--- src/rtl/fft_frame_driver.sv ---
// Frame driver for the 64-point FFT core: loads one frame, starts it, then streams the bins out.
// Optional FFT_FRAME_DRIVER_MAG_EN replaces complex bin data with an approximate magnitude.
module fft_frame_driver #(
   parameter int N_POINTS = 64,
   parameter int ADDR_W   = 6,
   parameter int DATA_W   = 32
) (
   input  logic              clk,
   input  logic              reset,
   input  logic              s_valid,
   output logic              s_ready,
   input  logic [DATA_W-1:0] s_data,
   output logic              fft_load,
   output logic [DATA_W-1:0] fft_data_in,
   output logic              fft_start,
   input  logic              fft_done,
   output logic [ADDR_W-1:0] fft_read_address,
   input  logic [DATA_W-1:0] fft_data_out,
   output logic              m_valid,
   input  logic              m_ready,
   output logic [DATA_W-1:0] m_data,
   output logic [ADDR_W-1:0] m_index,
   output logic              m_last,
   output logic              busy
);

   // state   | meaning
   // S_LOAD  | accepting samples into the core
   // S_START | one-cycle start pulse to the core
   // S_WAIT  | waiting for the core's done level
   // S_READ  | reading bins into the output FIFO and streaming them
   typedef enum logic [1:0] {S_LOAD, S_START, S_WAIT, S_READ} state_t;

   state_t            state;
   logic [ADDR_W-1:0] load_cnt;
   logic [ADDR_W:0]   rd_cnt;
   logic              inflight;
   logic [ADDR_W-1:0] inflight_idx;
   logic [DATA_W-1:0] fifo_data [2];
   logic [ADDR_W-1:0] fifo_idx [2];
   logic              rd_ptr;
   logic              wr_ptr;
   logic [1:0]        fifo_cnt;

   logic              accept;
   logic              pop;
   logic              issue;
   logic [1:0]        occ;
   logic [DATA_W-1:0] cap_data;

`ifdef FFT_FRAME_DRIVER_MAG_EN
   logic [16:0] re_abs;
   logic [16:0] im_abs;
   logic [16:0] mag_max;
   logic [16:0] mag_min;
   logic [16:0] mag;

   // 17-bit absolute values so that |-32768| is representable
   always_comb begin
      re_abs  = fft_data_out[31] ? (17'd0 - {1'b1, fft_data_out[31:16]})
                                 : {1'b0, fft_data_out[31:16]};
      im_abs  = fft_data_out[15] ? (17'd0 - {1'b1, fft_data_out[15:0]})
                                 : {1'b0, fft_data_out[15:0]};
      mag_max = (re_abs > im_abs) ? re_abs : im_abs;
      mag_min = (re_abs > im_abs) ? im_abs : re_abs;
      mag     = mag_max + (mag_min >> 1);
      cap_data = {{(DATA_W-17){1'b0}}, mag};
   end
`else
   assign cap_data = fft_data_out;
`endif

   assign s_ready          = reset & (state == S_LOAD);
   assign accept           = s_valid & s_ready;
   assign fft_load         = accept;
   assign fft_data_in      = s_data;
   assign fft_start        = reset & (state == S_START);
   assign busy             = reset & (state != S_LOAD);
   assign fft_read_address = reset ? rd_cnt[ADDR_W-1:0] : '0;

   assign m_valid = reset & (fifo_cnt != 2'd0);
   assign m_data  = m_valid ? fifo_data[rd_ptr] : '0;
   assign m_index = m_valid ? fifo_idx[rd_ptr] : '0;
   assign m_last  = m_valid & (fifo_idx[rd_ptr] == ADDR_W'(N_POINTS - 1));
   assign pop     = m_valid & m_ready;

   // Occupancy after this cycle's pop lets a full-rate stream issue one read per cycle
   assign occ   = fifo_cnt - 2'(pop) + 2'(inflight);
   assign issue = (state == S_READ) && (rd_cnt < (ADDR_W+1)'(N_POINTS)) && (occ < 2'd2);

   always_ff @(posedge clk) begin
      if (!reset) begin
         state        <= S_LOAD;
         load_cnt     <= '0;
         rd_cnt       <= '0;
         inflight     <= 1'b0;
         inflight_idx <= '0;
         rd_ptr       <= 1'b0;
         wr_ptr       <= 1'b0;
         fifo_cnt     <= 2'd0;
         for (int k = 0; k < 2; k++) begin
            fifo_data[k] <= '0;
            fifo_idx[k]  <= '0;
         end
      end else begin
         case (state)
            S_LOAD: begin
               if (accept) begin
                  if (load_cnt == ADDR_W'(N_POINTS - 1)) begin
                     load_cnt <= '0;
                     state    <= S_START;
                  end else begin
                     load_cnt <= load_cnt + 1'b1;
                  end
               end
            end
            S_START: state <= S_WAIT;
            S_WAIT: begin
               if (fft_done) state <= S_READ;
            end
            S_READ: begin
               if (pop && m_last) begin
                  state  <= S_LOAD;
                  rd_cnt <= '0;
               end else if (issue) begin
                  rd_cnt <= rd_cnt + 1'b1;
               end
            end
            default: state <= S_LOAD;
         endcase

         inflight <= issue;
         if (issue) inflight_idx <= rd_cnt[ADDR_W-1:0];

         if (inflight) begin
            fifo_data[wr_ptr] <= cap_data;
            fifo_idx[wr_ptr]  <= inflight_idx;
            wr_ptr            <= ~wr_ptr;
         end
         if (pop) rd_ptr <= ~rd_ptr;
         fifo_cnt <= fifo_cnt + 2'(inflight) - 2'(pop);
      end
   end

endmodule
--- config.mk ---
export PLATFORM = sky130hd
export DESIGN_NAME = fft_frame_driver
export DESIGN_NICKNAME = d
export VERILOG_FILES = /design/src/rtl/fft_frame_driver.sv
export SDC_FILE = /design/constraint.sdc
export NUM_CORES = 1
export LEC_CHECK = 0
export BUFFER_PORTS_ARGS = -buffer_cell sky130_fd_sc_hd__buf_4
export CORE_MARGIN = 8
export CORE_UTILIZATION = 47
export DETAILED_ROUTE_END_ITERATION = 12
export PLACE_DENSITY = 0.77
export SETUP_SLACK_MARGIN = 0.3
export SLEW_MARGIN = 20
export SYNTH_ARGS = -nofsm -noshare
export SYNTH_HDL_FRONTEND = slang
export SYNTH_SLANG_ARGS = --single-unit
--- constraint.sdc ---
create_clock -name clk -period 3.5 [get_ports clk]
set_input_delay 0.7 -clock clk [delete_from_list [all_inputs] [get_ports clk]]
set_output_delay 0.7 -clock clk [all_outputs]
set_load 0.01 [all_outputs]
# After elaboration in Yosys (flattened, before gate mapping)
# Memory sizes are Yosys's and may differ from the RTL's. A register that Yosys moved wholly into a read port is not among the register bits.
# Index checks and enable logic that the tools add are counted.
# W data, S select, Z words.
# op_classes
n_bitwise	9
muxes	25
n_addsub	6
eq_ne	9
n_lt_le_gt_ge	2
reduce_logical	12
# ops
cell	n
$mux W32	2
$reduce_or A32 Y1	1
$mux W6	4
$mux W7	2
$eq A6 B6 Y1 const B	2
$mux W1	12
$mux W2	4
$pmux W2 S4	1
$add A7 B1 Y7 const B	1
$and A1 B1 Y1	7
$lt A7 B7 Y1 const B	1
$add A6 B1 Y6 const B	1
$reduce_bool A2 Y1	3
$reduce_or A6 Y1	1
$add A2 B1 Y2	2
$eq A2 B2 Y1 const B	2
$ne A2 B1 Y1 const B	2
$ne A2 B2 Y1 const B	2
$reduce_and A2 Y1	2
$reduce_and A4 Y1	1
$sub A2 B1 Y2	2
$logic_and A1 B1 Y1	3
$eq A2 B1 Y1 const B	1
$logic_not A2 Y1	1
2 further kinds	3
# word_totals
mem_bits_rw	76
inputBits	69
mem_count	2
out_inout_bits	82
register_bits	26
word_cells	73
# mem_list
memory	words	width	read_ports	rd_ports_with_merged_regs	wr	line	source
fifo_data	2	32	1	1	2	39	logic [DATA_W-1:0] fifo_data [2];
fifo_idx	2	6	1	1	2	40	logic [ADDR_W-1:0] fifo_idx [2];

# Depth between registers and ports, before layout
# depth
ltp_word	9
ltp_mapped	12
mapped_depth_nobuf	10

# Worst setup path before layout
# Ideal clock, no wire load.
# synth_path
kind	register -> register
startpoint	register inflight
endpoint	memory fifo_data[0][0], enable pin
period_less_slack_ps	3607
arrival_time_ps	3121
setup_time_ps	486
stages_incl_launch_ff	3
setup_slack_ps	-107
t_required_ps	3014
cell_sequence	dfxtp_1 > inv_1 > o21ai_0
# synth_lines
element	line	source
start: declaration	37	logic inflight;
start signal: assignment	132	inflight <= issue;
end: declaration	39	

==> impl_metrics.env <==
export IMPL_insertion_delay_ns=0.36
export IMPL_synthFlopType="edfxtp_1"
export IMPL_rsz0062_at_grt="no"
export IMPL_p_per_area_mw_per_mm2=386.2
export IMPL_core_area_mm2=0.01028
export IMPL_routed_wl_um=10010
export IMPL_path_class="reg2out"
export IMPL_routedWlPerCell_um=15.89
export IMPL_drc_errors=0
export IMPL_place_area_mm2=0.005524
export IMPL_p_comb_share_pct=4.0
export IMPL_finalHoldViolations=0
export IMPL_endpoint_kind="output pin"
export IMPL_route_vias_total=3164
export IMPL_ctsResizeCount=0
export IMPL_ys_seq_area_share_pct=56.98
export IMPL_synthTopCellsByArea="edfxtp_1 (46%), dfxtp_1 (11%), and2_1 (11%), mux2i_1 (7.9%), buf_4 (5.0%)"
export IMPL_fp_dieW_um=118.7
export IMPL_clockBufferDepth=2
export IMPL_crit_fanout=24
export IMPL_tightest_slew_ns=0.7303
export IMPL_syn_nets=515
export IMPL_grt_overflow_total=0
export IMPL_drv_cap=0
export IMPL_final_nets=567
export IMPL_ys_async_sr_fraction_pct=0
export IMPL_synth_enable_flop_cells=76
export IMPL_syn_avg_cell_area_um2=11.34
export IMPL_die_area_mm2=0.01408
export IMPL_post_cts_buffers=0
export IMPL_worstSetupStartpointType="register"
export IMPL_clock_sinks=103
export IMPL_yosys_register_bits=103
export IMPL_gp_congestion=0.8412
export IMPL_io_pins=151
export IMPL_grt_max_degree=42
export IMPL_cts_made_buffers=9
export IMPL_worst_slack_ns=0.5681
export IMPL_drt_vias_per_instance=5.022
export IMPL_rows=37
export IMPL_vdd_drop_max_uv=202.6
export IMPL_grt_pass1_vias=3245
export IMPL_area_delta_synth_final_pct=16.29
export IMPL_cts_htree_levels=3
export IMPL_seqPwrFrac_pct=61.0
export IMPL_stdcell_area_mm2=0.005761
export IMPL_n_fill_cell=894
export IMPL_report_final_slew_viol_count=0
export IMPL_intPower_mw=1.732
export IMPL_finClkSkew_ns=0.01218
export IMPL_drive_gt1_share_pct=24.70
export IMPL_cts_root_buf="clkbuf_8"
export IMPL_synth_distinct_cells=42
export IMPL_ant_nets=0
export IMPL_setup_viol=0
export IMPL_port_buffers=86
export IMPL_grt_usage_pct=14.14
export IMPL_power_switching_mw=0.4925
export IMPL_maxSlewHeadroom_pct=51.31
export IMPL_synth_warnings=0
export IMPL_syn_cell_area_mm2=0.004954
export IMPL_path_clk_slew_ns=0.09
export IMPL_dp_hpwl_um=6689
export IMPL_status="finished clean"
export IMPL_synth_top_cell_by_area="edfxtp_1"
export IMPL_fp_dieH_um=118.7
export IMPL_switching_share_pct=22.14
export IMPL_critPathArrivalTime_ns=2.23
export IMPL_n_antenna_cell=0
export IMPL_dr_first_iter_drc_count=191
export IMPL_grt_pass1_wl_um=16370
export IMPL_utilization_pct=56.05
export IMPL_dr_pass1_iters=4
export IMPL_tritoncts="done"
export IMPL_fmax_mhz=341.1
export IMPL_synth_common_cells="and2_1 (85), edfxtp_1 (76), nor2_1 (59)"
export IMPL_synth_cells=437
export IMPL_synth_most_common_cell="and2_1"
export IMPL_setup_tns_final_ns=0
export IMPL_start_util_pct=48.20
export IMPL_antenna_found_initial=0
export IMPL_holdBufCountCts=0
export IMPL_period_needed_ns=2.932
export IMPL_synth_top_area_share_pct=46.07
export IMPL_p_leak_nw=2.206
export IMPL_min_path_type="reg2reg"
export IMPL_crit_required_ns=2.80
export IMPL_period_share_pct=83.77
export IMPL_pwr_share_clk_pct=35.0
export IMPL_post_place_ws_ns=0.7466
==> area by class of cell <==
cell class	instances	area (um^2)	share of cell area, %
Sequential cell	103	2824	49.02
Multi-Input combinational cell	270	1790	31.08
Timing Repair Buffer	94	725.7	12.60
Tap cell	136	170.2	2.954
Clock buffer	9	123.9	2.150
Clock inverter	7	85.08	1.477
Inverter	11	41.29	0.7168
==> critical path, cell delays in order, from the launching register on <==
cell       delay, ns
dfxtp_2         0.82
nand3_1         0.29
a2111oi_2       0.56
buf_4           0.22
==> through the flow <==
step,hold WS (ns),power (mW),cells
5_1_grt,0.5007,2.302,630
2_1_floorplan,0.4401,1.459,437
3_5_place_dp,0.4549,1.476,613
6_report,0.4672,2.225,630
4_1_cts,0.4686,2.241,629
3_3_place_gp,0.4537,1.471,613
==> power by group through the flow <==
stage	Combinational (mW)	Sequential [mW]	Clock (mW)
finish	0.0882	1.36	0.779
global route	0.0976	1.36	0.842
CTS	0.0899	1.36	0.793
detailed placement	0.0893	1.39	0
global placement	0.0876	1.38	0
floorplan	0.0749	1.38	0
==> state kept, by name, indices dropped and copies added (netlist names), 2 cells and up, named ones only <==
name and cells:
fifo_data 64, inflight_idx 6, rd_cnt 7, fifo_idx 12
state 2, fifo_cnt 2, load_cnt 6
==> per-layer routing <==
metal  GRT usage, %  share of wire, %  vias to the layer above
li1               -                 -                     1552
met1          17.57                45                     1497
met2          23.14                48                      103
met3          4.760               6.7                       12
met4          3.636              0.95                        0
met5              0                 0                        -
==> worst paths after layout <==
path / from / end / slack (ns) / cells after the start
setup / recovery: register / m_last / 0.57 / 3
hold / removal: inflight_idx[0]$_SDFFE_PN0P_ / inflight_idx[0]$_SDFFE_PN0P_ / 0.47 / 2
setup reg to reg: register / state[1]$_SDFFE_PN0P_ / 1.20 / 5
hold reg to reg: inflight_idx[0]$_SDFFE_PN0P_ / inflight_idx[0]$_SDFFE_PN0P_ / 0.47 / 2
==> logic make-up (layout without fill, tap and decap cells) <==
family                   after synthesis  in the layout  share of synthesized area (%)
AND/OR/NAND/NOR                      187            187                          19.47
flip-flops                           103            103                          56.98
buffers and inverters                 64            121                          7.477
multiplexers                          39             39                          7.881
AO/OA/AOI/OAI                         26             26                          4.042
adder cells (fa/ha/maj)                9              9                          2.273
XOR/XNOR                               9              9                          1.869
==> cell usage in the layout (no fill, tap or decap), types with 2 or more instances in the layout <==
cell / Yosys / final
a21oi_1: 9 / 9
and2_1: 85 / 85
and3_1: 3 / 3
buf_4: 33 / 93
clkbuf_8: 0 / 9
clkinv_4: 0 / 2
dfxtp_1: 27 / 26
edfxtp_1: 76 / 76
ha_1: 9 / 9
inv_1: 10 / 10
inv_6: 0 / 3
mux2i_1: 39 / 39
nand2_1: 23 / 23
nand3_1: 3 / 3
nand4_1: 5 / 5
nor2_1: 59 / 59
nor3_1: 3 / 2
o21ai_4: 0 / 2
xor2_1: 7 / 7
Note: power is estimated with default switching activity, not from simulation.
